$ cat src/rtl/walk_phase_controller.sv
// Pedestrian walk-phase controller: serves a latched walk request through a stop handshake
// with the vehicle sequencer. Define WALK_COUNTDOWN_EN to expose the FLASH timer on walk_countdown.
module walk_phase_controller #(
    parameter int CNT_W      = 8,
    parameter int WALK_TIME  = 10,
    parameter int FLASH_TIME = 6,
    parameter int MIN_GAP    = 20
) (
    input  logic             clk,
    input  logic             sys_reset,
    input  logic             tick,
    input  logic             walkRegister_status,
    output logic             walkRegister_reset,
    output logic             veh_stop_req,
    input  logic             veh_stopped,
    output logic             walk_light,
    output logic             dont_walk_light,
    output logic [CNT_W-1:0] walk_countdown,
    output logic             busy
);

    typedef enum logic [2:0] {
        IDLE,
        REQ_STOP,
        WALK,
        FLASH,
        CLEAR,
        COOLDOWN
    } state_t;

    // Zero-length phases are stretched to one tick so every phase is observable.
    localparam logic [CNT_W-1:0] ONE      = CNT_W'(1);
    localparam logic [CNT_W-1:0] WALK_LD  = (WALK_TIME  == 0) ? ONE : CNT_W'(WALK_TIME);
    localparam logic [CNT_W-1:0] FLASH_LD = (FLASH_TIME == 0) ? ONE : CNT_W'(FLASH_TIME);
    localparam logic [CNT_W-1:0] GAP_LD   = (MIN_GAP    == 0) ? ONE : CNT_W'(MIN_GAP);

    state_t           state_q, state_d;
    logic [CNT_W-1:0] timer_q, timer_d;
    logic             blink_q, blink_d;
    logic             pulse_q, pulse_d;
    logic             stopReq_q, stopReq_d;
    logic             walk_q, walk_d;
    logic             dontWalk_q, dontWalk_d;
    logic             busy_q, busy_d;
    logic             tickEff;

    assign tickEff = tick && (timer_q != '0);

    always_comb begin
        state_d = state_q;
        timer_d = timer_q;
        blink_d = blink_q;
        unique case (state_q)
            IDLE: begin
                if (walkRegister_status) begin
                    state_d = REQ_STOP;
                end
            end
            REQ_STOP: begin
                if (veh_stopped) begin
                    state_d = WALK;
                    timer_d = WALK_LD;
                end
            end
            WALK: begin
                if (tickEff) begin
                    if (timer_q == ONE) begin
                        state_d = FLASH;
                        timer_d = FLASH_LD;
                        blink_d = 1'b1;
                    end else begin
                        timer_d = timer_q - ONE;
                    end
                end
            end
            FLASH: begin
                if (tickEff) begin
                    if (timer_q == ONE) begin
                        state_d = CLEAR;
                        timer_d = '0;
                    end else begin
                        timer_d = timer_q - ONE;
                        blink_d = ~blink_q;
                    end
                end
            end
            CLEAR: begin
                if (!veh_stopped) begin
                    state_d = COOLDOWN;
                    timer_d = GAP_LD;
                end
            end
            COOLDOWN: begin
                if (tickEff) begin
                    if (timer_q == ONE) begin
                        state_d = IDLE;
                        timer_d = '0;
                    end else begin
                        timer_d = timer_q - ONE;
                    end
                end
            end
            default: begin
                state_d = IDLE;
                timer_d = '0;
            end
        endcase
    end

    // Lamp and handshake outputs are decoded from the next state so they register with it.
    always_comb begin
        pulse_d    = 1'b0;
        stopReq_d  = 1'b0;
        walk_d     = 1'b0;
        dontWalk_d = 1'b1;
        busy_d     = (state_d != IDLE);
        unique case (state_d)
            REQ_STOP: begin
                stopReq_d = 1'b1;
            end
            WALK: begin
                stopReq_d  = 1'b1;
                walk_d     = 1'b1;
                dontWalk_d = 1'b0;
                pulse_d    = (state_q != WALK);
            end
            FLASH: begin
                stopReq_d  = 1'b1;
                dontWalk_d = blink_d;
            end
            default: begin
                dontWalk_d = 1'b1;
            end
        endcase
    end

    always_ff @(posedge clk or negedge sys_reset) begin
        if (!sys_reset) begin
            state_q    <= IDLE;
            timer_q    <= '0;
            blink_q    <= 1'b0;
            pulse_q    <= 1'b0;
            stopReq_q  <= 1'b0;
            walk_q     <= 1'b0;
            dontWalk_q <= 1'b1;
            busy_q     <= 1'b0;
        end else begin
            state_q    <= state_d;
            timer_q    <= timer_d;
            blink_q    <= blink_d;
            pulse_q    <= pulse_d;
            stopReq_q  <= stopReq_d;
            walk_q     <= walk_d;
            dontWalk_q <= dontWalk_d;
            busy_q     <= busy_d;
        end
    end

    assign walkRegister_reset = pulse_q;
    assign veh_stop_req       = stopReq_q;
    assign walk_light         = walk_q;
    assign dont_walk_light    = dontWalk_q;
    assign busy               = busy_q;

`ifdef WALK_COUNTDOWN_EN
    logic [CNT_W-1:0] countdown_q;

    always_ff @(posedge clk or negedge sys_reset) begin
        if (!sys_reset) begin
            countdown_q <= '0;
        end else begin
            countdown_q <= (state_d == FLASH) ? timer_d : '0;
        end
    end

    assign walk_countdown = countdown_q;
`else
    assign walk_countdown = '0;
`endif

endmodule

$ cat config.mk
export PLATFORM = sky130hd
export DESIGN_NAME = walk_phase_controller
export DESIGN_NICKNAME = d
export VERILOG_FILES = /design/src/rtl/walk_phase_controller.sv
export SDC_FILE = /design/constraint.sdc
export NUM_CORES = 1
export LEC_CHECK = 0
export BUFFER_PORTS_ARGS = -buffer_cell sky130_fd_sc_hd__buf_2
export CAP_MARGIN = 5
export CORE_AREA = 2 2 65 67
export DETAILED_ROUTE_END_ITERATION = 7
export DIE_AREA = 0 0 67 69
export GPL_TIMING_DRIVEN = 0
export PLACE_DENSITY = 0.5
export SLEW_MARGIN = 0
export SYNTH_ARGS = -nofsm -noshare
export SYNTH_HDL_FRONTEND = slang
export SYNTH_SLANG_ARGS = --single-unit
$ cat constraint.sdc
create_clock -name clk -period 2.05 [get_ports clk]
set_input_delay 0.41 -clock clk [delete_from_list [all_inputs] [get_ports clk]]
set_output_delay 0.41 -clock clk [all_outputs]
set_load 0.1 [all_outputs]
-- Word-level counts from Yosys, hierarchy flattened
Cells that the tools add are included.
- reductions and logical operators: 7
- $add $sub $neg: 1
- equality and inequality tests: 14
- multiplexer cells: 26
- bitwise operators: 2
- operators with widths (kind ; number):
    8-bit 2-to-1 mux ; 6
    8-bit one-hot mux with 5 select lines ; 1
    3-bit 2-to-1 mux ; 9
    3-bit one-hot mux with 6 select lines ; 1
    3-bit by 2-bit == test with 1-bit output (second input constant) ; 4
    8-bit by 1-bit == test with 1-bit output (second input constant) ; 1
    8-bit nonzero test ; 1
    8-bit by 1-bit subtractor with 8-bit output (second input constant) ; 1
    1-bit 2-to-1 mux ; 7
    3-bit by 1-bit == test with 1-bit output (second input constant) ; 2
    3-bit == test (second input constant) ; 2
    2-bit != test (second input constant) ; 3
    5-bit AND reduction ; 1
    1-bit one-hot mux with 2 select lines ; 2
    3-bit zero test ; 1
    3-bit by 2-bit != test with 1-bit output (second input constant) ; 1
    3-bit nonzero test ; 1
    3-bit OR reduction ; 1
    2-bit by 1-bit != test with 1-bit output (second input constant) ; 1
    1-bit NOT ; 2
    2-bit OR reduction ; 1
    1-bit logical AND ; 1
- register bits after elaboration: 17
- word-level logic and storage cells: 58
- input bits: 5
- output and inout bits: 13

-- Longest topological paths before layout
Gate-level depths: netlist of the first run.
- word-level depth: 7
- gate-level depth with buffers: 7
- gate-level depth less buffers: 7

-- Worst setup path after synthesis of the first run
No wires, ideal clock.
- path kind: register to register
- start: register timer_q[0]
- end: register timer_q[6]
- setup time: 76 ps
- path buffers: 1
- clock period less this slack: 1752 ps
- data required time: 1974 ps
- stages on the path, launching flop included: 7
- slack: 298 ps
- arrival time: 1676 ps
- path through: dfrtp_1 -> ha_1 -> and3_1 -> buf_6 -> or2_1 -> or4_1 -> o21ai_1
- word-level cells in the longest chain between the ends: 4
- elaborated cells between the ends (all ways): 12
- those cells by class: add/sub (1); eq/ne (3); mux (5); reduce/logical (3)
- ends and longest elaborated chain (what ; line ; source):
    start: declaration ; 38 ; logic [CNT_W-1:0] timer_q, timer_d;
    start signal: assignment ; 149 ; timer_q <= timer_d;
    8-bit by 1-bit subtractor with 8-bit output (tied with other cells) ; 72, 82, 99 ;
    8-bit 2-to-1 mux (tied with other cells) ; 78, 95 ;
    8-bit 2-to-1 mux (tied with other cells) ; 77 ; if (tickEff) begin
    8-bit one-hot mux with 5 select lines or 5-bit AND reduction (tied branches) ; - ;
Parallel ways exist; a longest one is shown, timed or not. The select of a mux whose other input is x is not followed.
A chain may end at the register's enable or synchronous reset.

-- Final worst setup path of the first run
- start: register timer_q[1]
- end: register timer_q[6]
Same word-level chain as after synthesis.

==> impl_metrics.toml, run 1 <==
[global_routing]
grt_pass1_wl_mm = 4.21
grt_max_degree = 18
grt_usage_pct = 11.8
globalRoute.totalOverflow = 0
grt_pass1_vias = 907
antenna_found_initial = 0

[floorplan]
die_height_um = 69
coreArea_sq_um = 3910
die_area_sq_um = 4620
io_pins = 18
die_w_um = 67
start_util_pct = 28.6
rows = 23

[place]
dp_cells = 196
placed_area_sq_um = 1250
portBuffers = 9
dp_hpwl_mm = 1.95
pre_cts_slack_ns = 0.0810
place.gp.congestion = 0.855

[power]
total_leakage_power_nw = 0.581
p_comb_share_pct = 60.2
cellInternalPower_mw = 1.05
netSwitchingPower_mw = 1.10
peakVddDrop_uv = 469
clkPwrFrac_pct = 11.5
switching_share_pct = 51.2
p_seq_share_pct = 28.3
cellPowerDensity_nw_per_um2 = 1640

[cells_and_area]
area.growth.synth_to_final_pct = 17.1
nFillCells = 448
diodes = 0
instances_no_fill = 200
drive_gt1_share_pct = 19.3
fin_area_sq_um = 1310
final_nets = 160

[logic_synthesis]
synth-edff-count = 0
ys_warn_count = 0
netlist_area_sq_um = 1120
netlist.area_leader.share_pct = 35.8
ys.flop_type = "dfrtp_1"
synth_seq_area_share_pct = 38.1
synth-async-reset-ratio_pct = 100
synth_area_leaders = "dfrtp_1 36%, buf_4 5.4%, ha_1 4.5%, a21oi_1 4.0%, o21ai_0 4.0%"
synth_cell_types = 43
synth_cells = 130
yosys.area.top_type = "dfrtp_1"
ys_seq_elements = 17
synth_area_per_cell_sq_um = 8.60

[critical_path]
start_kind = "register"
crit_type = "register to register"
worst_setup_path_end_kind = "register"
required_ns = 2.23
arrival_ns = 2.08
worstPathMaxFanout = 6

[timing]
holdWs_ns = 0.0815
tns_ns = 0
tightest_slew_ns = 0.869
hold_violations = 0
setup_viol = 0
fmax_ghz = 0.527
slew_headroom_pct = 41.5
finalCriticalPeriod_ns = 1.90
finalWorstSetupSlack_ns = 0.151
final_max_slew_viol_count = 0
fin_skew_ns = 0.00248
fin_crit_sh_pct = 92.6

[clock_network]
clock_sinks = 17
cts_htree_levels = 1
path_clk_slew_ns = 0.06
ctsRootBufferMaster = "clkbuf_8"
numCtsBuffers = 3
clk-insertion-delay-late_ns = 0.25
cts_tree = "built"
clockBufferDepth = 2

[job]
drv_cap = 0

[routing]
drc = 0
vias_per_cell = 4.85
antenna_left = 0
wl_per_cell_um = 12.9
dr.first_iter.drc_count = 61
drt_wl_total_mm = 2.58
drt_first_pass_iters = 4
via_count = 970

[min_path]
hold_class = "input port to asynchronous set/reset pin"

[run_status]
outcome = "complete, no violations"
path summary, 6_finish.rpt:
kind	from	endpoint	cells past startpoint	slack (ns)
max	timer_q[1]	timer_q[6]	7	0.15
min	sys_reset	state_q[1]	1	0.08
max reg2reg	timer_q[1]	timer_q[6]	7	0.15
min reg2reg	blink_q	blink_q	2	0.52
max in group asynchronous	sys_reset	dont_walk_light	1	1.65
min in group clk	veh_stopped	walkRegister_reset	2	0.42
flip-flops by register name, indices dropped and copies added (netlist names):
signal,cells
busy,1
walk_light,1
dont_walk_light,1
timer_q,8
veh_stop_req,1
blink_q,1
state_q,3
walkRegister_reset,1
power groups by stage:
stage | Clock [mW] | Sequential [mW] | Combinational [mW]
6_report | 0.247 | 0.607 | 1.29
5_1_grt | 0.277 | 0.623 | 1.44
4_1_cts | 0.259 | 0.597 | 1.27
3_5_place_dp | 0 | 0.604 | 1.27
3_3_place_gp | 0 | 0.601 | 1.25
2_1_floorplan | 0 | 0.784 | 0.826
cell usage in the layout (no fill, tap or decap), types with 3 or more instances in the layout:
cell and instances:
dfrtp_1 16, buf_2 10, o21ai_0 9, a21oi_1 9
inv_1 8, nand2_1 8, buf_4 8, conb_1 8
nor2_1 7, nor3_1 5, nand2b_1 5, nor2b_1 4
nand3_1 4, o21ai_1 4, ha_1 4, and2_1 3
clkbuf_8 3
cell families (layout without fill, tap and decap cells):
kind of cell    Yosys count  in the layout  synth area share [%]
simple gates             48             48                  23.4
xor+xnor                  3              3                  2.35
mux                       2              2                  1.79
buf+inv                  20             33                  10.2
flops                    17             17                  38.1
other cells               1              8                 0.335
fa+ha+maj                 4              4                  4.47
compound gates           35             35                  19.4
synth_stat cells (2+ instances only):
| library cell | number |
|---|---|
| nand2_1 | 8 |
| nor2b_1 | 4 |
| o21ai_0 | 9 |
| ha_1 | 4 |
| buf_4 | 8 |
| a211oi_1 | 2 |
| xnor2_1 | 2 |
| a221oi_1 | 2 |
| nand3_1 | 4 |
| mux2i_1 | 2 |
| nor2_1 | 7 |
| and2_1 | 3 |
| nand4b_1 | 2 |
| o21ai_1 | 4 |
| a21oi_1 | 9 |
| nor4_1 | 3 |
| nand2b_1 | 5 |
| inv_1 | 8 |
| nor3_1 | 5 |
| dfrtp_1 | 16 |
worst max-delay path, cell delays in order, from the launching register on:
cell and delay (ns):
dfrtp_1 0.39, inv_1 0.09, ha_1 0.24, and3_1 0.17, buf_6 0.12, or2_1 0.27
or4_1 0.47, o21ai_1 0.08
layout make-up:
type | count | area [sq um] | share of cell area, %
plain buffers | 12 | 83.8 | 6.40
clock buffers | 4 | 45.0 | 3.44
inverters | 8 | 30.0 | 2.29
multi-input cells | 100 | 617 | 47.1
flip-flops and latches | 17 | 427 | 32.6
well taps | 50 | 62.6 | 4.78
repair buffers | 9 | 45.0 | 3.44
repair_timing:
item / in CTS / in global routing
setup buffers: 0 / 0
hold buffers: 0 / 0
resized for setup: 0 / 2
setup endpoints to repair: 0 / 2
per-layer routing:
layer | up-vias | GRT usage, % | wire (um)
met1 | 457 | 16.5 | 1280
met3 | 7 | 1.79 | 86
met4 | 0 | 5.90 | 55
met2 | 20 | 17.3 | 1160
met5 | - | 0 | 0
li1 | 486 | - | -
per-stage QoR:
step	util, %	power [mW]
after floorplan	-	1.61
after global placement	32.0	1.85
after detailed placement	32.0	1.87
after CTS	33.2	2.13
after global routing	33.5	2.34
final	33.5	2.15
No activity file was read; power rests on OpenSTA's default activity.
==> inputs of run 2 (changes only) <==
--- a/config.mk
+++ b/config.mk
@@ -5,11 +5,13 @@
 export SDC_FILE = /design/constraint.sdc
 export NUM_CORES = 1
 export LEC_CHECK = 0
+export ABC_AREA = 1
 export BUFFER_PORTS_ARGS = -buffer_cell sky130_fd_sc_hd__buf_2
 export CAP_MARGIN = 5
-export CORE_AREA = 2 2 65 67
+export CORE_AREA = 2 2 67 69
+export CTS_BUF_LIST = sky130_fd_sc_hd__clkbuf_4
 export DETAILED_ROUTE_END_ITERATION = 7
-export DIE_AREA = 0 0 67 69
+export DIE_AREA = 0 0 69 71
 export GPL_TIMING_DRIVEN = 0
 export PLACE_DENSITY = 0.5
 export SLEW_MARGIN = 0
==> impl_metrics.toml, run 2 <==
[logic_synthesis]
ys.flop_type = "dfrtp_1"
synth_area_leaders = "dfrtp_1 33%, nand2_1 11%, inv_1 7.1%, buf_4 4.9%, nor2_1 4.9%"
netlist.area_leader.share_pct = 32.9
ys_seq_elements = 17
yosys.area.top_type = "dfrtp_1"
synth-async-reset-ratio_pct = 100
ys_warn_count = 0
synth_area_per_cell_sq_um = 7.60
synth_seq_area_share_pct = 35.1
synth-edff-count = 0
synth_common_cells = "35 x nand2_1, 23 x inv_1, 16 x dfrtp_1, 16 x nor2_1, 10 x nand3_1"
yosysMostFrequentCell = "nand2_1"
synth_cell_types = 27
synth_cells = 160
netlist_area_sq_um = 1220

[clock_network]
post_cts_buffers = 0
cts-hold-fix-buffers = 0
clockBufferDepth = 2
cts_resized = 0
ctsRootBufferMaster = "clkbuf_4"
path_clk_slew_ns = 0.11
clock_sinks = 17
cts_htree_levels = 1
cts_tree = "built"
clk-insertion-delay-late_ns = 0.30
numCtsBuffers = 3

[routing]
wl_per_cell_um = 10.5
drt_first_pass_iters = 4
antenna_left = 0
via_count = 1008
vias_per_cell = 4.34
dr.first_iter.drc_count = 24
drt_wl_total_mm = 2.43
drc = 0

[timing]
hold_violations = 0
setup_viol = 0
fmax_ghz = 0.558
fin_skew_ns = 0.00456
final_max_slew_viol_count = 0
finalCriticalPeriod_ns = 1.79
tns_ns = 0
rsz0062_at_grt = "no"
fin_crit_sh_pct = 87.4

[cells_and_area]
top_register = "timer_q"
final_cell_mix = "35 x nand2_1, 23 x inv_1, 16 x nor2_1, 16 x dfrtp_1, 10 x nand3_1"
area.growth.synth_to_final_pct = 13.5
largest_registers = "timer_q: 8 flops, state_q: 3 flops"
final_common_cell = "nand2_1"
largest_reg_flops = 8
diodes = 0
final_nets = 190
drive_gt1_share_pct = 26.1

[critical_path]
arrival_ns = 2.04
required_ns = 2.30
worstPathMaxFanout = 7
worst_setup_path_end_kind = "register"
start_kind = "register"
r2r_cells = 10
crit_type = "register to register"

[min_path]
hold_class = "input port to asynchronous set/reset pin"

[floorplan]
rows = 24
coreArea_sq_um = 4200
start_util_pct = 28.9
die_area_sq_um = 4900
die_height_um = 71
io_pins = 18
die_w_um = 69

[global_routing]
use_met3_pct = 1.71
top_usage_layer = "met2"
use_met2_pct = 17.4
grt_pass1_wl_mm = 4.19
antenna_found_initial = 0
grt_pass1_vias = 939
grtUsageMet1_pct = 13.9
grt_usage_pct = 10.8
globalRoute.totalOverflow = 0
grt_max_degree = 18

[place]
place.gp.congestion = 0.861
dp_hpwl_mm = 1.91
portBuffers = 9

[job]
drv_cap = 0

[run_status]
outcome = "complete, no violations"
run 2: cell families after synthesis:
group / count (synthesis) / synth area share, %
other cells: 1 / 0.308
buf+inv: 36 / 14.2
xor+xnor: 2 / 1.44
simple gates: 80 / 33.3
fa+ha+maj: 4 / 4.12
compound gates: 20 / 11.5
flops: 17 / 35.1
run 2: worst paths after layout:
kind / endpoint / startpoint / slack (ns)
worst max-delay path: dont_walk_light / timer_q[2] / 0.26
worst min-delay path: timer_q[6] / sys_reset / 0.02
worst max register to register: dont_walk_light / timer_q[2] / 0.26
worst min register to register: blink_q / blink_q / 0.53
max in group asynchronous: dont_walk_light / sys_reset / 1.72
min in group clk: veh_stop_req / veh_stopped / 0.32
run 2: metrics by stage:
stage          instances  util, %  hold WS [ns]  instance area, sq um  worst slack, ns
5_1_grt              232     32.8        0.0260                  1380            0.132
3_3_place_gp         228     32.2         0.356                  1350            0.262
3_5_place_dp         228     32.2         0.360                  1350            0.272
4_1_cts              232     32.8        0.0311                  1380            0.252
2_1_floorplan        167        -         0.114                  1240            0.454
6_report             232     32.8        0.0170                  1380            0.257
run 2: worst max-delay path: stages (launching register included):
cell	delay, ns
dfrtp_1	0.49
nor2_4	0.20
nand2_2	0.11
nor2_8	0.18
inv_1	0.10
ha_1	0.27
o22ai_1	0.16
nand2_1	0.07
nand2_1	0.07
nand2_1	0.05
nand2_1	0.05
run 2: layout make-up:
type | count | area (sq um)
fill | 465 | 2820
sequential | 17 | 427
timing repair buffer | 9 | 45.0
clock buffer | 3 | 22.5
clock inverter | 1 | 5.00
inverter | 27 | 101
buffer | 9 | 71.3
multi-input combinational | 114 | 643
tap | 52 | 65.1
run 2: metal layers:
metal	share of wire (%)	vias up
met3	2.9	4
met4	1.9	0
li1	-	524
met5	0	-
met1	49	465
met2	47	15
Power of run 2 is not shown: default switching activity piles up to over one toggle a cycle in this logic, so the estimate is an artifact.
==> inputs of run 3 (changes only) <==
--- a/config.mk
+++ b/config.mk
@@ -13,7 +13,8 @@
 export DETAILED_ROUTE_END_ITERATION = 7
 export DIE_AREA = 0 0 69 71
 export GPL_TIMING_DRIVEN = 0
-export PLACE_DENSITY = 0.5
+export PLACE_DENSITY = 0.52
+export REMOVE_ABC_BUFFERS = 1
 export SLEW_MARGIN = 0
 export SYNTH_ARGS = -nofsm -noshare
 export SYNTH_HDL_FRONTEND = slang
==> constraint.sdc (replaced) <==
create_clock -name clk -period 1.46 [get_ports clk]
set_input_delay 0.292 -clock clk [delete_from_list [all_inputs] [get_ports clk]]
set_output_delay 0.292 -clock clk [all_outputs]
set_load 0.1 [all_outputs]
==> impl_metrics.toml, run 3 (synthesis gave the netlist of run 2 again) <==
[routing]
vias_per_cell = 4.36
wl_per_cell_um = 10.7
via_count = 1034
drc = 0
antenna_left = 0
drt_first_pass_iters = 5
dr.first_iter.drc_count = 17
drt_wl_total_mm = 2.53

[timing]
finalCriticalPeriod_ns = 1.55
fin_skew_ns = 0.00441
fin_crit_sh_pct = 106
setup_viol = 13
fmax_ghz = 0.645
rsz0062_at_grt = "yes"
final_max_slew_viol_count = 0
finalWorstSetupSlack_ns = -0.0897
hold_violations = 0

[cells_and_area]
area.growth.synth_to_final_pct = 28.6
diodes = 0
final_cell_mix = "27 x nand2_1, 17 x inv_1, 13 x nor2_1, 13 x dfrtp_1"
final_common_cell = "nand2_1"
fin_area_sq_um = 1560
drive_gt1_share_pct = 41.1
final_nets = 195
largest_reg_flops = 8
largest_registers = "timer_q: 8 flops, state_q: 3 flops"
top_register = "timer_q"

[critical_path]
crit_chain = "inv_2 -> ha_4 -> nand2_4 -> nor2_8 -> buf_6 -> nand3_4 -> a21oi_4 -> o211ai_1"
crit_type = "register to register"
arrival_ns = 1.71
critPathMaxStageDelay_ns = 0.42
required_ns = 1.62
worstPathMaxFanout = 5
worst_setup_path_end_kind = "register"
start_kind = "register"
slowest_stage = "dfrtp_1"

[global_routing]
globalRoute.totalOverflow = 0
grt_pass1_wl_mm = 4.30
antenna_found_initial = 0
grt_pass1_vias = 999
grt_max_degree = 18
grt_usage_pct = 10.8

[clock_network]
clk-insertion-delay-late_ns = 0.29
cts_htree_levels = 1
numCtsBuffers = 3
clock_sinks = 17
path_clk_slew_ns = 0.10
cts_tree = "built"
ctsRootBufferMaster = "clkbuf_4"
clockBufferDepth = 2

[min_path]
hold_class = "input port to register"

[job]
drv_cap = 0

[floorplan]
io_pins = 18
die_w_um = 69
coreArea_sq_um = 4200
die_height_um = 71
die_area_sq_um = 4900
start_util_pct = 28.9
rows = 24

[place]
dp_hpwl_mm = 1.82
placed_area_sq_um = 1280
place.gp.congestion = 0.812
portBuffers = 9

[run_status]
outcome = "finished, violations left"
violations = "setup timing"
[run 3: routing by layer]
metal | track usage, % | up-vias | wire length [um]
met4 | 5.23 | 0 | 44
met3 | 0.855 | 6 | 33
li1 | - | 533 | -
met1 | 14.6 | 480 | 1250
met5 | 0 | - | 0
met2 | 17.6 | 15 | 1200
[run 3: final timing paths]
kind	startpoint	end	slack, ns	cells after the start
min reg2reg	blink_q	blink_q	0.52	2
min	veh_stopped	veh_stop_req	0.24	2
max	timer_q[1]	veh_stop_req	-0.09	8
min in group asynchronous	sys_reset	timer_q[0]	0.45	2
max in group asynchronous	sys_reset	dont_walk_light	0.69	2
max reg2reg	timer_q[1]	veh_stop_req	-0.09	8
[run 3: repair_timing]
action | CTS | global route
hold endpoints to repair | 16 | 0
pin swaps | 18 | 14
gates resized for setup | 35 | 11
buffers inserted | 13 | 0
endpoints found under the setup margin | 17 | 16
hold buffers | 1 | 0
[run 3: area by class of cell]
| type | instances | area, sq um |
|---|---|---|
| Fill cell | 447 | 2640 |
| Multi-Input combinational cell | 114 | 764 |
| Sequential cell | 17 | 430 |
| Timing Repair Buffer | 23 | 170 |
| Inverter | 27 | 104 |
| Tap cell | 52 | 65.1 |
| Clock buffer | 4 | 30.0 |
[run 3: stage by stage]
| stage | setup TNS (ns) | std cells | hold WS (ns) | setup WS (ns) | utilization (%) |
|---|---|---|---|---|---|
| 6_report | -0.519 | 237 | 0.243 | -0.0897 | 37.2 |
| 3_3_place_gp | -1.89 | 219 | 0.243 | -0.302 | 30.5 |
| 2_1_floorplan | -0.315 | 158 | -0.00359 | -0.136 | - |
| 3_5_place_dp | -1.88 | 219 | 0.247 | -0.294 | 30.5 |
| 5_1_grt | -1.93 | 237 | 0.239 | -0.162 | 37.2 |
| 4_1_cts | -0.672 | 237 | 0.241 | -0.0763 | 36.5 |
[run 3: worst max-delay path: cells and delay by family, from the launching register on]
kind	cells	cell delay [ns]
buffers and inverters	2	0.24
and+or+nand+nor	3	0.31
AOI/OAI and AO/OA	2	0.32
adders and majority gates	1	0.14
DFF	1	0.42
Power of run 3 is left out for the same reason.
